$ cat config.mk
export PLATFORM = sky130hd
export DESIGN_NAME = can_bus_init_seq
export DESIGN_NICKNAME = d
export VERILOG_FILES = /design/src/rtl/can_bus_init_seq_pkg.sv /design/src/rtl/can_bus_init_seq_timer.sv /design/src/rtl/can_bus_init_seq.sv
export SDC_FILE = /design/constraint.sdc
export NUM_CORES = 1
export LEC_CHECK = 0
export BUFFER_PORTS_ARGS = -buffer_cell sky130_fd_sc_hd__buf_2
export CAP_MARGIN = 10
export CORE_ASPECT_RATIO = 1.4
export CORE_UTILIZATION = 48
export DETAILED_ROUTE_END_ITERATION = 12
export PLACE_DENSITY = 0.76
export SLEW_MARGIN = 40
export SYNTH_ARGS = -nofsm -noshare
export SYNTH_HDL_FRONTEND = slang
export SYNTH_SLANG_ARGS = --single-unit
$ cat constraint.sdc
create_clock -name clk -period 1.9 [get_ports clk]
set_input_delay 0.19 -clock clk [delete_from_list [all_inputs] [get_ports clk]]
set_output_delay 0.19 -clock clk [all_outputs]
set_load 0.01 [all_outputs]
$ cat src/rtl/can_bus_init_seq_pkg.sv
// Shared types, default timing constants and the bus-index clamp for the
// MOPSHUB per-bus initialisation sequencer.
package mopshub_seq_pkg;

    typedef enum logic [2:0] {
        ST_IDLE      = 3'd0,
        ST_SELECT    = 3'd1,
        ST_SETTLE    = 3'd2,
        ST_TRIM_REQ  = 3'd3,
        ST_TRIM_WAIT = 3'd4,
        ST_NEXT      = 3'd5,
        ST_DONE      = 3'd6
    } seq_state_t;

    localparam int SETTLE_CYC_DEF  = 64;
    localparam int TIMEOUT_CYC_DEF = 4096;
    localparam int MAX_RETRY_DEF   = 2;

    function automatic int clamp_bus_idx(input int n, input int max_idx);
        return (n > max_idx) ? max_idx : n;
    endfunction

endpackage

$ cat src/rtl/can_bus_init_seq_timer.sv
// Loadable down-counter with a zero flag; shared by the settle and
// trim-timeout phases of the sequencer.
module seq_timer #(
    parameter int W = 4
) (
    input  logic         clk,
    input  logic         rst,
    input  logic         load,
    input  logic [W-1:0] load_val,
    input  logic         dec,
    output logic         zero
);

    logic [W-1:0] cnt_q, cnt_d;

    always_comb begin
        cnt_d = cnt_q;
        if (load)
            cnt_d = load_val;
        else if (dec && cnt_q != '0)
            cnt_d = cnt_q - W'(1);
    end

    always_ff @(posedge clk or negedge rst) begin
        if (!rst) cnt_q <= '0;
        else      cnt_q <= cnt_d;
    end

    assign zero = (cnt_q == '0);

endmodule

$ cat src/rtl/can_bus_init_seq.sv
// Per-bus power-enable / settle / oscillator-trim sequencer with retry,
// abort and sticky per-bus pass/fail flags. All outputs are registered.
module can_bus_init_seq
    import mopshub_seq_pkg::*;
#(
    parameter int N_BUSES     = 32,
    parameter int BUS_W       = $clog2(N_BUSES),
    parameter int SETTLE_CYC  = SETTLE_CYC_DEF,
    parameter int TIMEOUT_CYC = TIMEOUT_CYC_DEF,
    parameter int MAX_RETRY   = MAX_RETRY_DEF
) (
    input  logic               clk,
    input  logic               rst,
    input  logic               start,
    input  logic               abort,
    input  logic [BUS_W-1:0]   n_buses,
    input  logic [N_BUSES-1:0] bus_mask,
    input  logic               trim_ack,
    output logic               busy,
    output logic               start_init,
    output logic               end_init,
    output logic               power_bus_en,
    output logic [BUS_W-1:0]   power_bus_cnt,
    output logic               trim_req,
    output logic               end_trim_bus,
    output logic [N_BUSES-1:0] bus_ok,
    output logic [N_BUSES-1:0] bus_fail
);

    localparam int TMAX = (SETTLE_CYC > TIMEOUT_CYC) ? SETTLE_CYC : TIMEOUT_CYC;
    localparam int TW   = (TMAX > 1) ? $clog2(TMAX) : 1;

    seq_state_t         state_q, state_d;
    logic [BUS_W-1:0]   index_q, index_d;
    logic [2:0]         retry_q, retry_d;
    logic [N_BUSES-1:0] bus_ok_q, bus_ok_d, bus_fail_q, bus_fail_d;
    logic               busy_q, busy_d, start_init_q, start_init_d;
    logic               end_init_q, end_init_d, power_q, power_d;
    logic               trim_req_q, trim_req_d, end_trim_q, end_trim_d;

    logic               tmr_load, tmr_dec, tmr_zero;
    logic [TW-1:0]      tmr_val;
    logic [BUS_W-1:0]   last_idx;

    assign last_idx = BUS_W'(clamp_bus_idx(int'(n_buses), N_BUSES - 1));

    seq_timer #(.W(TW)) u_timer (
        .clk      (clk),
        .rst      (rst),
        .load     (tmr_load),
        .load_val (tmr_val),
        .dec      (tmr_dec),
        .zero     (tmr_zero)
    );

    always_comb begin
        state_d      = state_q;
        index_d      = index_q;
        retry_d      = retry_q;
        bus_ok_d     = bus_ok_q;
        bus_fail_d   = bus_fail_q;
        power_d      = power_q;
        start_init_d = 1'b0;
        end_init_d   = 1'b0;
        trim_req_d   = 1'b0;
        end_trim_d   = 1'b0;
        tmr_load     = 1'b0;
        tmr_val      = '0;
        tmr_dec      = 1'b0;

        // abort outranks start and trim_ack; partial results are kept
        if (abort && state_q != ST_IDLE) begin
            state_d = ST_IDLE;
            power_d = 1'b0;
        end else begin
            case (state_q)
                ST_IDLE: if (start && !abort) begin
                    state_d      = ST_SELECT;
                    start_init_d = 1'b1;
                    bus_ok_d     = '0;
                    bus_fail_d   = '0;
                    index_d      = '0;
                end
                ST_SELECT: if (!bus_mask[index_q]) begin
                    state_d = ST_NEXT;
                end else begin
                    power_d  = 1'b1;
                    tmr_load = 1'b1;
                    tmr_val  = TW'(SETTLE_CYC - 1);
                    retry_d  = '0;
                    state_d  = ST_SETTLE;
                end
                ST_SETTLE: if (tmr_zero) begin
                    state_d    = ST_TRIM_REQ;
                    trim_req_d = 1'b1;
                end else begin
                    tmr_dec = 1'b1;
                end
                ST_TRIM_REQ: begin
                    tmr_load = 1'b1;
                    tmr_val  = TW'(TIMEOUT_CYC - 1);
                    state_d  = ST_TRIM_WAIT;
                end
                ST_TRIM_WAIT: if (trim_ack) begin
                    bus_ok_d[index_q] = 1'b1;
                    end_trim_d        = 1'b1;
                    power_d           = 1'b0;
                    state_d           = ST_NEXT;
                end else if (tmr_zero) begin
                    if (retry_q < 3'(MAX_RETRY)) begin
                        retry_d    = retry_q + 3'd1;
                        trim_req_d = 1'b1;
                        state_d    = ST_TRIM_REQ;
                    end else begin
                        bus_fail_d[index_q] = 1'b1;
                        end_trim_d          = 1'b1;
                        power_d             = 1'b0;
                        state_d             = ST_NEXT;
                    end
                end else begin
                    tmr_dec = 1'b1;
                end
                ST_NEXT: if (index_q == last_idx) begin
                    state_d    = ST_DONE;
                    end_init_d = 1'b1;
                end else begin
                    index_d = index_q + BUS_W'(1);
                    state_d = ST_SELECT;
                end
                ST_DONE: state_d = ST_IDLE;
                default: state_d = ST_IDLE;
            endcase
        end

        busy_d = (state_d != ST_IDLE);
    end

    always_ff @(posedge clk or negedge rst) begin
        if (!rst) begin
            state_q      <= ST_IDLE;
            index_q      <= '0;
            retry_q      <= '0;
            bus_ok_q     <= '0;
            bus_fail_q   <= '0;
            busy_q       <= 1'b0;
            start_init_q <= 1'b0;
            end_init_q   <= 1'b0;
            power_q      <= 1'b0;
            trim_req_q   <= 1'b0;
            end_trim_q   <= 1'b0;
        end else begin
            state_q      <= state_d;
            index_q      <= index_d;
            retry_q      <= retry_d;
            bus_ok_q     <= bus_ok_d;
            bus_fail_q   <= bus_fail_d;
            busy_q       <= busy_d;
            start_init_q <= start_init_d;
            end_init_q   <= end_init_d;
            power_q      <= power_d;
            trim_req_q   <= trim_req_d;
            end_trim_q   <= end_trim_d;
        end
    end

    assign busy          = busy_q;
    assign start_init    = start_init_q;
    assign end_init      = end_init_q;
    assign power_bus_en  = power_q;
    assign power_bus_cnt = index_q;
    assign trim_req      = trim_req_q;
    assign end_trim_bus  = end_trim_q;
    assign bus_ok        = bus_ok_q;
    assign bus_fail      = bus_fail_q;

endmodule

After elaboration in Yosys (flattened, before gate mapping):

Cells that the tools add are included.

* register bits: 93
* output and inout bits: 75
* logic and storage cells: 121

* add/sub/neg operators: 3
* magnitude comparators: 3
* equal/unequal tests: 17
* multiplexer cells: 63
* bitwise gates (word level): 3
* reduce and logical (&&, ||, !) cells: 20

Operators by type and width (count)
* $mux W32: 5
* $pmux W32 S2: 2
* $or A32 B32 Y32: 2
* $mux W12: 3
* $mux W3: 12
* $mux W1: 28
* $pmux W12 S2: 1
* $pmux W3 S6: 1
* $ne A2 B2 Y1 const B: 8
* $logic_not A12 Y1: 1
* $reduce_and A4 Y1: 3
* $reduce_and A6 Y1: 2
* $reduce_bool A12 Y1: 1
* $sub A12 B1 Y12 const B: 1
* $mux W5: 2
* $pmux W5 S2: 1
* $reduce_bool A3 Y1: 3
* $ne A4 B4 Y1 const B: 2
* $pmux W1 S2: 4
* $reduce_bool A2 Y1: 4
* $eq A3 B2 Y1 const B: 2
* $eq A3 B3 Y1 const B: 2
* $lt A5 B6 Y1 const B: 1
* $mux W6: 1
* other kinds (14): 17

Longest topological paths before layout:

* depth after elaboration: 9
* mapped depth: 10
* gate-level depth less buffers: 8

Cells and area by module:

A second synthesis with hierarchy kept.

* cell total of the unflattened synthesis: 476
* area, all modules: 4551.9 µm²

Modules (own cells, without submodules)
* can_bus_init_seq: instances 1, cells each 387, area each 3753.6 µm², sequential area each 2026.9 µm²
* seq_timer: instances 1, cells each 89, area each 798.3 µm², sequential area each 300.3 µm²

Worst setup path after synthesis:

No wires, ideal clock.

* kind: reg2reg
* from: register index_q[1], in the netlist power_bus_cnt[1]
* to: register retry_q[2]
* arrival time: 2.084 ns
* data required time: 1.779 ns
* slack: -0.305 ns
* cell stages (with the launch flop): 9
* cells stage by stage: dfrtp_1 -> buf_2 -> buf_2 -> mux2i_1 -> nor3_1 -> o41ai_1 -> nand4b_1 -> o211a_1 -> o22a_1

* longest elaborated chain between the ends: 4

Ends and longest elaborated chain
* start, declared: line can_bus_init_seq.sv:34 `logic [BUS_W-1:0] index_q, index_d;`
* start signal, assigned: line can_bus_init_seq.sv:153 `index_q <= index_d;`
* $bmux W1 S5: line can_bus_init_seq.sv:84 `ST_SELECT: if (!bus_mask[index_q]) begin`
* $mux W1 (implied by the code): line can_bus_init_seq.sv:84
* $ne A2 B2 Y1 (no line)
* $reduce_and A6 Y1 (no line)
* end signal, assigned: line can_bus_init_seq.sv:154 `retry_q <= retry_d;`
* end, declared: line can_bus_init_seq.sv:35 `logic [2:0] retry_q, retry_d;`

Every way passes these cells. The select of a mux whose other input is x is not followed.
A chain may end at the register's enable or synchronous reset.

Worst setup path in the final report:

* from: register index_q[4], in the netlist power_bus_cnt[4]
* to: register u_timer.cnt_q[6]

* longest elaborated chain between the ends: 6

Ends and longest elaborated chain
* $bmux W1 S5 *: line can_bus_init_seq.sv:84
* $mux W1 (implied by the code) *: line can_bus_init_seq.sv:84
* $mux W1 *: line can_bus_init_seq.sv:84
* $pmux W1 S2 *: line can_bus_init_seq.sv:76 `case (state_q)`
* $mux W1 *: line can_bus_init_seq.sv:72 `if (abort && state_q != ST_IDLE) begin`
* $mux W12 / $reduce_bool A2 Y1 (equally long branches)
* end signal, assigned: line can_bus_init_seq_timer.sv:26 `else cnt_q <= cnt_d;`
* end, declared: line can_bus_init_seq_timer.sv:14 `logic [W-1:0] cnt_q, cnt_d;`

Mark *: on every way between the ends. The rest lies on a longest branch, timed or not. The select of a mux whose other input is x is not followed.

==> results_dict.tcl <==
set metrics [dict create \
    outcome "finished, violations left" \
    violations "setup timing" \
    vias 4306 \
    syn-cell-area_um2 4430 \
    hold_viol_final 0 \
    yosysSeqAreaShare_pct 52.5 \
    fin_crit_sh_pct 112 \
    fmax_mhz 469 \
    path_cells "buf_2 > inv_1 > nor4_1 > o41ai_2 > nand4b_1 > buf_6 > buf_4 > nand2_4 > a31o_4" \
    synth_cells 458 \
    p_leak_nw 3.15 \
    skew_ns 0.00620 \
    cp-start-kind "register" \
    slew_violations 0 \
    postRouteAntennaNets 0 \
    num_antenna_cells 0 \
    wire_per_inst_um 19.4 \
    maxSlewHeadroom_pct 67.1 \
    dpl.hpwl_um 8990 \
    core-area_um2 8980 \
    grt_pass1_wl_um 21300 \
    yosysTopAreaCell "dfrtp_1" \
    syn_to_final_growth_pct 43.1 \
    powerDensity_nw_per_um2 1090 \
    async_flop_share_pct 100 \
    syn_nets 507 \
    grt_max_degree 94 \
    swShare_pct 37.0 \
    io_pins 117 \
    dr.pass1.iters 4 \
    cts_tree "yes" \
    yosysMostFrequentCell "dfrtp_1" \
    synth-main-ff-cell "dfrtp_1" \
    critPathRequiredTime_ns 2.14 \
    start_util_pct 49.4 \
    intPower_mw 4.36 \
    grt-ovfl-total 0 \
    clk_pin_slew_worst_paths_ns 0.07 \
    gp_congestion 0.909 \
    finalSetupViolations 22 \
    combPwrFrac_pct 38.3 \
    viasPerCell 5.91 \
    slowest_stage "dfrtp_2" \
    fillers 607 \
    synth_cell_types 48 \
    cp.arrival_ns 2.38 \
    fin_crit_ns 2.13 \
    nets 666 \
    die_h_um 116 \
    yosysWarnings 0 \
    numCtsBuffers 9 \
    place_area_um2 5510 \
    rows 41 \
    first_global_vias 4216 \
    clock_latency_ns 0.35 \
    final_critical_path_setup_slack_ns -0.231 \
    final_area_um2 6340 \
    post-place-ws_ns -0.205 \
    die_w_um 83.2 \
    dieArea_um2 9630 \
    synth.area.top_cells "dfrtp_1 52%, nor2_1 7.6%, a31oi_1 4.8%, a21oi_1 4.1%, mux2i_1 2.5%" \
    avgSynthCellArea_um2 9.68 \
    crit_path_max_fanout 8 \
    crit_path_end_kind "register" \
    cts_sinks 93 \
    synth_edf_count 0 \
    hold_class "primary input to register" \
    clkPwrFrac_pct 25.5 \
    htree_levels 3 \
    critPathKind "register to register" \
    ir_drop_mv 0.789 \
    cts_buffer_depth 2 \
    critPathMaxStageDelay_ns 0.47 \
    antenna_found_initial 0 \
    rsz0062_at_grt "true" \
    grtUsageTotal_pct 28.3 \
    drt-total-wl_um 14200 \
    yosysTopAreaCellShare_pct 52.5 \
    drt_iter0_markers 239 \
    drive_above_1_share_pct 42.8 \
    seq_power_share_pct 36.2 \
    cp.buffers_inverters 4 \
    synth_common_cells "93 x dfrtp_1, 90 x nor2_1, 36 x a21oi_1" \
    drc 0 \
    cts_root_buffer "clkbuf_16" \
    crit_family "simple AND/OR/NAND/NOR gates" \
    p_switching_mw 2.56 \
    ys_ff_latch 93 \
    io_buffers 116 \
    tightest_slew_ns 0.492 \
    maxCapViolations 0 \
]
-- worst register-to-register path, delay by kind of cell, from the launching register on --
family / cells / cell delay [ns]
buffers and inverters: 4 / 0.59
and+or+nand+nor: 3 / 0.61
DFF: 1 / 0.47
AOI/OAI and AO/OA: 2 / 0.36
-- layout make-up --
class | count | area (µm²) | share of cell area (%)
tap | 107 | 134 | 2.11
multi-input combinational | 320 | 2360 | 37.2
sequential | 93 | 2330 | 36.7
clock buffer | 9 | 225 | 3.55
clock inverter | 7 | 71.3 | 1.12
inverter | 11 | 41.3 | 0.651
timing repair buffer | 182 | 1180 | 18.6
-- stage by stage --
| step | setup TNS [ns] | util [%] | hold WS (ns) | power (mW) | cells |
|---|---|---|---|---|---|
| 2_1_floorplan | -0.856 | - | -0.106 | 3.71 | 458 |
| 3_3_place_gp | -1.78 | 61.4 | 0.273 | 4.51 | 699 |
| 3_5_place_dp | -2.90 | 61.4 | 0.277 | 4.57 | 699 |
| 4_1_cts | -2.29 | 67.5 | 0.202 | 6.70 | 727 |
| 5_1_grt | -5.86 | 70.7 | 0.244 | 7.23 | 729 |
| 6_report | -3.10 | 70.7 | 0.226 | 6.92 | 729 |
-- cells in the final DEF, fill, tap and decap left out, drive strengths merged, types with 4 or more instances in the layout --
cell type	netlist	layout
buf	13	180
dfrtp	93	93
nor2	90	90
a21oi	36	36
a31oi	34	34
nand2	17	17
nor3	13	13
inv	11	13
o21ai	13	13
mux2i	11	11
xnor2	11	11
clkbuf	21	10
nor4	10	10
ha	7	7
nand2b	7	7
mux2	7	7
or3	6	6
xor2	5	5
nand3	5	5
nand3b	4	4
and2	4	4
a31o	4	4
o31ai	4	4
-- path summary, 6_finish.rpt --
kind	slack, ns	depth (start not counted)	from	end
min in group asynchronous	0.41	3	rst	end_init
setup reg to reg	-0.23	9	power_bus_cnt[4]	u_timer.cnt_q[6]
setup / recovery	-0.23	9	power_bus_cnt[4]	u_timer.cnt_q[6]
hold / removal	0.23	2	abort	busy
max in group asynchronous	1.11	3	rst	power_bus_cnt[4]
hold reg to reg	0.50	2	bus_fail[30]	bus_fail[30]
-- repair_timing --
| action | CTS | global route |
|---|---|---|
| endpoints found under the hold margin | 93 | 0 |
| resized for setup | 26 | 50 |
| endpoints found under the setup margin | 71 | 67 |
| hold buffers | 1 | 0 |
| pin swaps | 14 | 32 |
| setup buffers | 9 | 2 |
| gates cloned | 2 | 1 |
-- layer usage --
layer	share of wire, %	global-route usage, %	up-vias
li1	-	-	1942
met3	7.2	6.77	48
met1	39	33.9	2102
met4	4.2	12.3	0
met2	50	48.9	214
met5	0	0	-
-- power groups by stage --
stage               Combinational (mW)  Sequential [mW]  Clock, mW
CTS                               2.44             2.48       1.78
floorplan                         1.18             2.54          0
global route                      2.84             2.54       1.86
global placement                  2.03             2.48          0
detailed placement                2.08             2.49          0
finish                            2.65             2.51       1.77
-- logic make-up (layout without fill, tap and decap cells) --
kind of cell / after synthesis / after routing / share of synthesized area [%]
fa+ha+maj: 7 / 7 / 1.98
buf+inv: 45 / 209 / 4.26
compound gates: 111 / 111 / 15.6
flops: 93 / 93 / 52.5
mux: 19 / 19 / 4.77
xor+xnor: 16 / 16 / 3.16
simple gates: 167 / 167 / 17.7
-- flip-flops by register name, summed over array words and instances (netlist names) --
register and flops:
end_init 1, busy 1, retry_q 3, bus_ok 32
bus_fail 32, end_trim_bus 1, start_init 1, state_q 3
power_bus_cnt 5, trim_req 1, u_timer.cnt_q 12, power_bus_en 1
(Power assumes the default switching activity.)
